[config.mk]
export PLATFORM = sky130hd
export DESIGN_NAME = motor_ctrl_flat
export DESIGN_NICKNAME = d
export VERILOG_FILES = /design/src/rtl/motor_pkg.sv /design/src/rtl/motor_ctrl_if.sv /design/src/rtl/motor_timer.sv /design/src/rtl/motor_ctrl.sv /design/src/flat_wrapper.sv
export SDC_FILE = /design/constraint.sdc
export NUM_CORES = 1
export LEC_CHECK = 0
export CORE_UTILIZATION = 49
export CTS_BUF_LIST = sky130_fd_sc_hd__clkbuf_16
export DETAILED_ROUTE_END_ITERATION = 16
export MAX_ROUTING_LAYER = met4
export PLACE_DENSITY = 0.69
export SETUP_SLACK_MARGIN = 0.05
export SLEW_MARGIN = 20
export SYNTH_ARGS = -nofsm -noshare
export SYNTH_HDL_FRONTEND = slang
export SYNTH_SLANG_ARGS = --single-unit
[constraint.sdc]
create_clock -name clk -period 2.25 [get_ports clk]
set_clock_uncertainty 0.15 [all_clocks]
set_input_delay 0.225 -clock clk [delete_from_list [all_inputs] [get_ports clk]]
set_output_delay 0.225 -clock clk [all_outputs]
set_load 0.02 [all_outputs]
[src/rtl/motor_pkg.sv]
`default_nettype none
// ============================================================================
// Module  : motor_pkg
// Brief   : Shared state/direction encodings and sizing helper for motor_ctrl.
// Revision: 1.0 - initial release
// ============================================================================
package motor_pkg;

  localparam logic [2:0] IDLE    = 3'd0;
  localparam logic [2:0] START   = 3'd1;
  localparam logic [2:0] MOVE_UP = 3'd2;
  localparam logic [2:0] MOVE_DN = 3'd3;
  localparam logic [2:0] FAULT   = 3'd4;

  localparam logic UP = 1'b0;
  localparam logic DN = 1'b1;

  typedef struct packed {
    logic motor_up;
    logic motor_dn;
    logic busy;
    logic done;
    logic fault;
  } outs_t;

  // Wide enough to hold either load value; the timer never counts past it.
  function automatic int cnt_width(input int a, input int b);
    return $clog2(((a > b) ? a : b) + 1);
  endfunction

endpackage
`default_nettype wire

[src/rtl/motor_ctrl_if.sv]
`default_nettype none
// ============================================================================
// Module  : motor_ctrl_if
// Brief   : Command, limit-switch and drive bundle of motor_ctrl.
//           pos exists only when MOTOR_CTRL_POS_EN is defined.
// Revision: 1.0 - initial release
// ============================================================================
interface motor_ctrl_if
`ifdef MOTOR_CTRL_POS_EN
  #(parameter int POS_W = 16)
`endif
  ();
  logic activate;
  logic clr_fault;
  logic dn_limit;
  logic up_limit;
  logic motor_up;
  logic motor_dn;
  logic busy;
  logic done;
  logic fault;
`ifdef MOTOR_CTRL_POS_EN
  logic signed [POS_W-1:0] pos;
`endif

  modport master (
    output activate, clr_fault, dn_limit, up_limit,
    input  motor_up, motor_dn, busy, done, fault
`ifdef MOTOR_CTRL_POS_EN
    , input pos
`endif
  );

  modport slave (
    input  activate, clr_fault, dn_limit, up_limit,
    output motor_up, motor_dn, busy, done, fault
`ifdef MOTOR_CTRL_POS_EN
    , output pos
`endif
  );
endinterface
`default_nettype wire

[src/rtl/motor_timer.sv]
`default_nettype none
// ============================================================================
// Module  : motor_timer
// Brief   : Loadable down-counter; expired_o is high while the count is zero.
// Revision: 1.0 - initial release
// ============================================================================
module motor_timer #(
  parameter int CNT_W = 4
) (
  input  logic             clk,
  input  logic             rst_n,
  input  logic             load_i,
  input  logic [CNT_W-1:0] load_val_i,
  output logic             expired_o
);

  logic [CNT_W-1:0] cnt_q;
  logic [CNT_W-1:0] cnt_d;

  always_comb begin
    cnt_d = cnt_q;
    if (load_i) begin
      cnt_d = load_val_i;
    end else if (cnt_q != '0) begin
      cnt_d = cnt_q - CNT_W'(1);
    end
  end

  always_ff @(posedge clk or negedge rst_n) begin
    if (!rst_n) begin
      cnt_q <= '0;
    end else begin
      cnt_q <= cnt_d;
    end
  end

  assign expired_o = (cnt_q == '0);

endmodule
`default_nettype wire

[src/rtl/motor_ctrl.sv]
`default_nettype none
// ============================================================================
// Module  : motor_ctrl
// Brief   : Up/down motor controller with dead-time, travel timeout and fault
//           latch. Optional position counter: define MOTOR_CTRL_POS_EN.
// Revision: 1.0 - initial release
// ============================================================================
module motor_ctrl
  import motor_pkg::*;
#(
  parameter int TIMEOUT_CYC  = 1000,
  parameter int DEADTIME_CYC = 16
`ifdef MOTOR_CTRL_POS_EN
  ,
  parameter int POS_W        = 16
`endif
) (
  input  logic        clk,
  input  logic        rst_n,
  motor_ctrl_if.slave bus
);

  localparam int               CNT_W     = cnt_width(TIMEOUT_CYC, DEADTIME_CYC);
  localparam logic [CNT_W-1:0] DEAD_LOAD = CNT_W'(DEADTIME_CYC - 1);
  localparam logic [CNT_W-1:0] TIME_LOAD = CNT_W'(TIMEOUT_CYC - 1);

  logic [2:0]       state_q;
  logic [2:0]       state_d;
  logic             dir_q;
  logic             dir_d;
  logic             last_dir_q;
  logic             last_dir_d;
  logic             act_q;
  logic             act_rise;
  logic             both_lim;
  logic             done_d;
  outs_t            outs_q;
  outs_t            outs_d;
  logic             tmr_load;
  logic [CNT_W-1:0] tmr_val;
  logic             tmr_exp;

  assign act_rise = bus.activate & ~act_q;
  assign both_lim = bus.up_limit & bus.dn_limit;

  // Priority per cycle: both limits, target limit, timeout, then activate edge.
  always_comb begin
    state_d    = state_q;
    dir_d      = dir_q;
    last_dir_d = last_dir_q;
    done_d     = 1'b0;
    case (state_q)
      IDLE: begin
        if (both_lim) begin
          state_d = FAULT;
        end else if (act_rise) begin
          state_d = START;
          dir_d   = bus.up_limit ? DN : (bus.dn_limit ? UP : ~last_dir_q);
        end
      end
      START: begin
        if (both_lim) begin
          state_d = FAULT;
        end else if (act_rise) begin
          state_d = IDLE;
        end else if (tmr_exp) begin
          state_d = (dir_q == UP) ? MOVE_UP : MOVE_DN;
        end
      end
      MOVE_UP, MOVE_DN: begin
        if (both_lim) begin
          state_d = FAULT;
        end else if ((state_q == MOVE_UP) ? bus.up_limit : bus.dn_limit) begin
          state_d    = IDLE;
          done_d     = 1'b1;
          last_dir_d = dir_q;
        end else if (tmr_exp) begin
          state_d = FAULT;
        end else if (act_rise) begin
          state_d    = IDLE;
          last_dir_d = dir_q;
        end
      end
      FAULT: begin
        if (bus.clr_fault) begin
          state_d = IDLE;
        end
      end
      default: state_d = IDLE;
    endcase
  end

  // Timer reloads on entry to START (dead-time) or a MOVE state (timeout).
  always_comb begin
    tmr_load = (state_d != state_q) &&
               ((state_d == START) || (state_d == MOVE_UP) || (state_d == MOVE_DN));
    tmr_val  = (state_d == START) ? DEAD_LOAD : TIME_LOAD;
  end

  motor_timer #(
    .CNT_W (CNT_W)
  ) u_timer (
    .clk        (clk),
    .rst_n      (rst_n),
    .load_i     (tmr_load),
    .load_val_i (tmr_val),
    .expired_o  (tmr_exp)
  );

  always_comb begin
    outs_d          = '0;
    outs_d.motor_up = (state_d == MOVE_UP);
    outs_d.motor_dn = (state_d == MOVE_DN);
    outs_d.busy     = (state_d == START) || (state_d == MOVE_UP) || (state_d == MOVE_DN);
    outs_d.done     = done_d;
    outs_d.fault    = (state_d == FAULT);
  end

  always_ff @(posedge clk or negedge rst_n) begin
    if (!rst_n) begin
      state_q    <= IDLE;
      dir_q      <= DN;
      last_dir_q <= DN;
      act_q      <= 1'b0;
      outs_q     <= '0;
    end else begin
      state_q    <= state_d;
      dir_q      <= dir_d;
      last_dir_q <= last_dir_d;
      act_q      <= bus.activate;
      outs_q     <= outs_d;
    end
  end

  assign bus.motor_up = outs_q.motor_up;
  assign bus.motor_dn = outs_q.motor_dn;
  assign bus.busy     = outs_q.busy;
  assign bus.done     = outs_q.done;
  assign bus.fault    = outs_q.fault;

`ifdef MOTOR_CTRL_POS_EN
  localparam logic signed [POS_W-1:0] POS_MAX = {1'b0, {(POS_W-1){1'b1}}};
  localparam logic signed [POS_W-1:0] POS_MIN = {1'b1, {(POS_W-1){1'b0}}};

  logic signed [POS_W-1:0] pos_q;
  logic signed [POS_W-1:0] pos_d;

  // Reaching the lower limit on a down move re-homes the position to zero.
  always_comb begin
    pos_d = pos_q;
    if ((state_q == MOVE_DN) && bus.dn_limit && !both_lim) begin
      pos_d = '0;
    end else if ((state_q == MOVE_UP) && (pos_q != POS_MAX)) begin
      pos_d = pos_q + POS_W'(1);
    end else if ((state_q == MOVE_DN) && (pos_q != POS_MIN)) begin
      pos_d = pos_q - POS_W'(1);
    end
  end

  always_ff @(posedge clk or negedge rst_n) begin
    if (!rst_n) begin
      pos_q <= '0;
    end else begin
      pos_q <= pos_d;
    end
  end

  assign bus.pos = pos_q;
`endif

endmodule
`default_nettype wire

[src/flat_wrapper.sv]
// flat-port wrapper written by rule: the top's interface ports become plain ports
module motor_ctrl_flat import motor_pkg::*;
#(
  parameter int TIMEOUT_CYC  = 1000,
  parameter int DEADTIME_CYC = 16

)
  (clk, rst_n, bus_activate, bus_clr_fault, bus_dn_limit, bus_up_limit, bus_motor_up, bus_motor_dn, bus_busy, bus_done, bus_fault);
  motor_ctrl_if bus_i ();
  input  logic clk;
  input  logic rst_n;
  input wire logic [$bits(bus_i.activate)-1:0] bus_activate;
  input wire logic [$bits(bus_i.clr_fault)-1:0] bus_clr_fault;
  input wire logic [$bits(bus_i.dn_limit)-1:0] bus_dn_limit;
  input wire logic [$bits(bus_i.up_limit)-1:0] bus_up_limit;
  output wire logic [$bits(bus_i.motor_up)-1:0] bus_motor_up;
  output wire logic [$bits(bus_i.motor_dn)-1:0] bus_motor_dn;
  output wire logic [$bits(bus_i.busy)-1:0] bus_busy;
  output wire logic [$bits(bus_i.done)-1:0] bus_done;
  output wire logic [$bits(bus_i.fault)-1:0] bus_fault;
  assign bus_i.activate = bus_activate;
  assign bus_i.clr_fault = bus_clr_fault;
  assign bus_i.dn_limit = bus_dn_limit;
  assign bus_i.up_limit = bus_up_limit;
  assign bus_motor_up = bus_i.motor_up;
  assign bus_motor_dn = bus_i.motor_dn;
  assign bus_busy = bus_i.busy;
  assign bus_done = bus_i.done;
  assign bus_fault = bus_i.fault;
  motor_ctrl #(.TIMEOUT_CYC(TIMEOUT_CYC), .DEADTIME_CYC(DEADTIME_CYC)) u_core (.clk(clk), .rst_n(rst_n), .bus(bus_i));
endmodule
==> metrics list, run 1 <==
- The run finished with clean final reports.
- At the pin with the least slew margin, the transition time is 0.558 ns.
- For this run, the post-layout net count is 156.
- Setup repair after global routing could not meet its margin everywhere.
- Fraction of power spent switching nets: 35.5%
- The tree built by TritonCTS fans out to 21 sinks.
- Cell internal power was estimated by the tool at 1020 uW.
- Detailed routing inserted a total of 1028 vias.
- STA classifies the critical path endpoint as a flop.
- Cell Area, Synth: 1200 sq um
- Worst setup timing slack at the placement stage: -0.0639 ns
- The synthesized design contains 21 register bits.
* Routed WL per cell: 14.2 microns
- The final layout contains routed wiring with a total length of 2500 microns.
- At the end of routability-driven placement, the weighted congestion stood at 0.849.
- Post-Syn Instances: 124
- Total chip power: 1580 uW
- The first detailed-routing pass ran for 4 iterations.
- Setup violations remaining at the end of the flow were counted as 0.
* All-Layer GR Usage: 23.2%
- The total count of hold-check failures in the final report came to 0.
- Measured against its own limit, the worst slew margin works out to 62.7%.
* Largest net degree at the start of global routing: 14
- After synthesis, flip-flops and latches occupy 43.8% of the total area.
- Total grt overflow: 0
- The post-route netlist has 25.7% of its cells at a drive strength greater than 1.
- Final number of max-transition violations: 0
* Final critical-path share of the clock period: 94.2%
* Lkg Pwr: 0.000686 uW
- Clock transition time at the flip-flop clock pins of the worst setup and hold paths: 0.06 ns
* Internal reg-to-reg setup slack: 0.13 ns
- Library cell with the largest summed area after synthesis: dfrtp_1
* CTS tree: yes
- For the worst-skew pair, the clock arrives at the later sink with an insertion delay of 0.26 ns.
* Number of ports placed on the die boundary: 11
- Final worst-path setup slack: 0.130 ns
- Share of synthesized registers carrying an async set or reset: 100%
* List of most frequent post-synthesis cells: 19 x dfrtp_1, 13 x nand2_1, 12 x nor2_1, 7 x o21ai_0, 6 x buf_2
* Worst endpoint required time: 2.24 ns
- The clock network is responsible for 23.9% of the overall power.
- Fmax: 472 MHz
* Post-detailed-route count of antenna-violating nets: 0
- Number of global-route vias before repair: 963
- The count of buffers added on input and output ports is 10.
- Count of flip-flops with a built-in enable after synthesis: 0
- Die W: 51.6 microns
- Count of different cell masters after synthesis: 44
* Post-cts hold buffer count: 0
- Worst Reg-to-Reg Cells: 8
- Min-delay worst type: input pin to asynchronous set/reset pin
* Time the final worst path needs with I/O delays and setup: 2.12 ns
* Placeable Area: 2250 sq um
* Mapped Avg Cell Area: 9.72 sq um
- IR analysis of the VDD net gives a maximum drop of 0.614 mV.
* Dominant register cell in the synthesized netlist: dfrtp_1
- Sequential cells burn 39.9% of the power.
- Max cap viols: 0
- At the worst endpoint, the arrival time is 2.11 ns.
* Pwr Density: 1030 nW/um^2
- # rows: 17
- The worst setup path is launched from an input pin.
* Switch Pwr: 562 uW
- Of the post-synthesis cell area, the dominant cell type holds 39.5%.
- By area the synthesized netlist is led by dfrtp_1 39%, dfstp_2 4.4%, nand2_1 4.0%.
- The share of total power dissipated in combinational logic is 36.2%.
- The initial antenna violation count came to 0.
- Of all nets on the critical path, the largest fanout is 5.
- Floorplan die area: 2660 sq um
* Clk root buf: clkbuf_16
- Diodes inserted: 0
* # H-tree levels: 1
* Clk buf depth: 2
- FF+latch area: 528 sq um
- Number of design-rule violations left by the first detailed-router iteration: 30
- The Yosys step of the flow raised 0 warnings.
- After detailed routing, the number of vias per cell comes to 5.84.
- After legalization and detailed placement, the total HPWL measured 1890 microns.
- The worst register-to-register path ends at u_core.u_timer.cnt_q[9].
* Setup Total Neg Slack: 0 ns
- Synth Net Count: 131
* Cell Count Post-Placement: 171
- In this run the critical register-to-register path is launched from u_core.u_timer.cnt_q[0].
- The number of clock buffers added by TritonCTS is 3.
- The area growth from synthesis to layout is 27.4%.
- Crit Path Class: input pin to flop
- Height of the die: 51.6 microns
- Starting density of the core: 53.4%
- Fin cells: 176
* Most common cell in the netlist: dfrtp_1
* Area of the multi-input gates: 638 sq um
- Once layout is complete, the utilization of the core stands at 68.1%.
- The first global-routing pass estimated 4330 microns of wire.
- Post-route DRC: 0
- Total of fill cells in the finished design: 199
## how the worst max path moves through the flow
| stage | start | depth (start not counted) | end |
|---|---|---|---|
| 5_1_grt | u_core.u_timer.cnt_q[1] | 8 | u_core.u_timer.cnt_q[9] |
| 3_5_place_dp | bus_up_limit | 8 | u_core.u_timer.cnt_q[8] |
| 4_1_cts | u_core.u_timer.cnt_q[0] | 8 | u_core.u_timer.cnt_q[9] |
| 2_1_floorplan | u_core.u_timer.cnt_q[0] | 9 | u_core.u_timer.cnt_q[8] |
| 3_3_place_gp | bus_up_limit | 8 | u_core.u_timer.cnt_q[8] |
| 6_report | bus_up_limit | 8 | u_core.u_timer.cnt_q[8] |
## final cells by class
cell class / instances / area share (%)
Tap cell: 28 / 2.28
Multi-Input combinational cell: 90 / 41.6
Sequential cell: 21 / 34.4
Inverter: 6 / 1.47
Clock buffer: 3 / 4.89
Clock inverter: 1 / 0.326
Timing Repair Buffer: 27 / 15.1
## per-stage QoR
stage	instance area, sq um	hold WS [ns]
2_1_floorplan	1200	-0.221
3_3_place_gp	1420	0.353
3_5_place_dp	1420	0.349
4_1_cts	1500	0.199
5_1_grt	1540	0.242
6_report	1540	0.181
## layout by cell type, fill, tap and decap left out, types with 2 or more instances in the layout
master and count:
nor3_2 2, nor3_1 3, clkbuf_16 3, nor4_1 2, a31oi_1 2, o21ai_0 6
nand2b_1 2, xor2_1 3, clkdlybuf4s50_1 10, dfrtp_1 19, nor2b_1 5, nand2_1 13
o22ai_1 3, o211ai_1 2, dfstp_2 2, nor2_1 12, buf_4 16, o21ai_1 5
inv_2 2, xnor2_1 3, a21oi_1 3, inv_1 4
## registers in the layout (all words and copies together) (netlist names)
name and count:
u_core.u_timer.cnt_q 10, u_core.state_q 3, u_core.act_q 1, u_core.bus.busy 1, u_core.bus.done 1, u_core.bus.fault 1
u_core.bus.motor_dn 1, u_core.bus.motor_up 1, u_core.dir_q 1, u_core.last_dir_q 1
## per-layer routing
layer / part of all wire, % / track usage [%]
met1: 48 / 31.6
met2: 46 / 32.7
met3: 3.9 / 4.39
met4: 2.8 / 12.2
met5: 0 / -
## power by group through the flow
| stage | Sequential [uW] | Clock, uW | Combinational (uW) |
|---|---|---|---|
| floorplan | 610 | 0 | 385 |
| global placement | 622 | 0 | 526 |
| detailed placement | 628 | 0 | 543 |
| CTS | 625 | 389 | 541 |
| global route | 645 | 403 | 642 |
| finish | 630 | 378 | 573 |
## worst max-delay path, stage by stage
cell and delay (ns):
clkdlybuf4s50_1 0.48, buf_4 0.19, mux2i_4 0.16, and4_4 0.28
a221oi_4 0.08, o31ai_4 0.33, inv_2 0.08, o311a_1 0.29
## timing repair
item,in CTS,in global routing
endpoints found under the setup margin,0,12
resized for setup,0,8
buffers inserted,0,1
## cells by family after synthesis
family	after synthesis	share of synthesized area (%)
mux	3	3.63
simple gates	48	22.5
xor+xnor	6	4.36
compound gates	32	19.3
buf+inv	13	5.30
flops	21	43.8
fa+ha+maj	1	1.04
Power figures use the tool's default switching activity.
==> run 2: changes to the inputs <==
MAX_ROUTING_LAYER = unset   (was met4)
==> metrics list, run 2 (synthesized netlist as in run 1, its figures left out) <==
- The total count of hold-check failures in the final report was 0.
- The register with the most flip-flops in the layout has 10 of them.
- Number of ports placed on the die boundary: 11
- Dividing the detail-routed wire length by the instance count gives 14.2 microns.
* Fmax: 472 MHz
- STA classifies the critical path startpoint as an input pin.
* Clock net sink count: 21
- Synth-to-layout area growth: 27.4%
- TritonCTS built the clock tree.
* Clock buffers created by TritonCTS: 3
- Count of vias placed by the detailed router: 1029
- Worst endpoint required time: 2.24 ns
- Slew headroom: 63.0%
* Number of design-rule violations left by the first detailed-router iteration: 30
- Cell with the largest stage delay on the worst path: clkdlybuf4s50_1
- The first global-routing pass estimated 4330 microns of wire.
- Among cell families on the critical path, the largest total delay comes from buffers and inverters.
- IR Drop Worst-Case VDD: 0.613 mV
- Via density: 5.85
- Post-detailed-route count of antenna-violating nets: 0
- Final critical-path share of the clock period: 94.3%
- Post-route DRC: 0
* Pwr Density: 1030 nW/um^2
- In this run the deepest clock path goes through 2 buffers.
* Transition time of the tightest slew-check pin: 0.553 ns
- In this run the horizontal extent of the chip is 51.6 microns.
* Setup Total Neg Slack: 0 ns
- Category of the worst setup path capture point: flop
- Worst-path cell chain: clkdlybuf4s50_1, buf_4, mux2i_4, and4_4, a221oi_4, o31ai_4, inv_2, o311a_1
* Min-delay worst type: input pin to asynchronous set/reset pin
- Data on the critical path arrives at its endpoint at 2.11 ns.
* Worst slack on hold paths: 0.178 ns
* Lkg Pwr: 0.000686 uW
- Share of final-layout standard cells stronger than drive strength 1: 25.7%
- Largest registers: u_core.u_timer.cnt_q x10, u_core.state_q x3
- Together, buffers and inverters on the worst path number 3.
* # H-tree levels: 1
- All-Layer GR Usage: 22.6%
* Status: completed
- In this run the standard cell core region covers 2250 sq um.
* Max cap viols: 0
- The number of global-route vias before repair is 966.
- Starting density of the core: 53.4%
- For this run the aggregate overflow at the end of global routing stands at 0.
* Final number of max-transition violations: 0
* Final HPWL from detailed placement: 1890 microns
- Diodes inserted: 0
* Internal reg-to-reg setup slack: 0.14 ns
- Largest net degree at the start of global routing: 14
* Later-pin clock latency in the skew report: 0.26 ns
- Clock transition time at the flip-flop clock pins of the worst setup and hold paths: 0.06 ns
- The smallest clock period supported by the final layout is computed as 2.12 ns.
- Floorplan die area: 2660 sq um
* Number of buffers added on ports: 10
- In this design, the stage delay of the slowest critical-path cell is 0.48 ns.
* Biggest register: u_core.u_timer.cnt_q
* RSZ-0062 raised after global routing: true
- The initial antenna violation count was 0.
- # rows: 17
- Height of the die: 51.6 microns
* Overall routed net length: 2490 microns
- The final layout contains 156 nets.
- Along the worst path, the maximum fanout reaches 5.
- Most common library cell in the layout ignoring fill and taps: dfrtp_1
- Leaving out fill and tap cells, the most frequent cells in the layout are 19 x dfrtp_1, 16 x buf_4, 13 x nand2_1.
- For this design, the CTS-stage hold fixing added 0 buffers.
- By startpoint and endpoint, the worst setup path is classified as input pin to flop.
* Clk root buf: clkbuf_16
- Detailed-routing iteration count for the pre-antenna-repair pass: 4
* GPL Wtd Cong: 0.836
- Number of failing setup endpoints in the final timing report: 0
[run 2: cell counts in the layout (fill, tap and decap cells not counted)]
No cell type changed its count.
[run 2: routing by layer]
layer  vias up  routed length, microns  track usage (%)
li1        486                       -                -
met1       500                    1190             31.6
met2        35                    1130             32.7
met3         8                     101             4.39
met4         0                      72             12.2
met5         -                       0                0
[run 2: report_power, final]
group	total (uW)	switching (uW)	internal, uW
clock network	378	139	239
registers	629	133	496
logic	572	288	284
[run 2: path summary, 6_finish.rpt]
check,from,end,depth (start not counted)
worst min register to register,u_core.dir_q,u_core.dir_q,2
worst min-delay path,rst_n,u_core.bus.motor_dn,1
min in group clk,bus_activate,u_core.act_q,1
max in group asynchronous,rst_n,u_core.u_timer.cnt_q[5],2
worst max-delay path,bus_up_limit,u_core.u_timer.cnt_q[8],8
worst max register to register,u_core.u_timer.cnt_q[0],u_core.u_timer.cnt_q[9],8
[run 2: final cells by class]
class                           instances  area, sq um
Sequential cell                        21          528
Multi-Input combinational cell         90          638
Clock inverter                          1         5.00
Timing Repair Buffer                   27          231
Inverter                                6         22.5
Fill cell                             199          719
Tap cell                               28         35.0
Clock buffer                            3         75.1
[run 2: per-stage QoR]
step | util, % | std cells | instance area (sq um) | total power, uW | setup slack (ns)
after floorplan | - | 124 | 1200 | 994 | 0.175
after global placement | 62.9 | 171 | 1420 | 1150 | 0.00669
after detailed placement | 62.9 | 171 | 1420 | 1170 | -0.0639
after CTS | 66.5 | 175 | 1500 | 1560 | 0.0784
after global routing | 68.1 | 176 | 1540 | 1690 | -0.00252
final | 68.1 | 176 | 1540 | 1580 | 0.129
[run 2: timing repair]
action | CTS | global route
setup buffers | 0 | 1
resized for setup | 0 | 8
endpoints found under the setup margin | 0 | 12
==> run 3: changes to the inputs <==
SLEW_MARGIN = unset   (was 20)
==> results of run 3 <==
No change in the layout: final DEF, timing and power equal those of run 2.
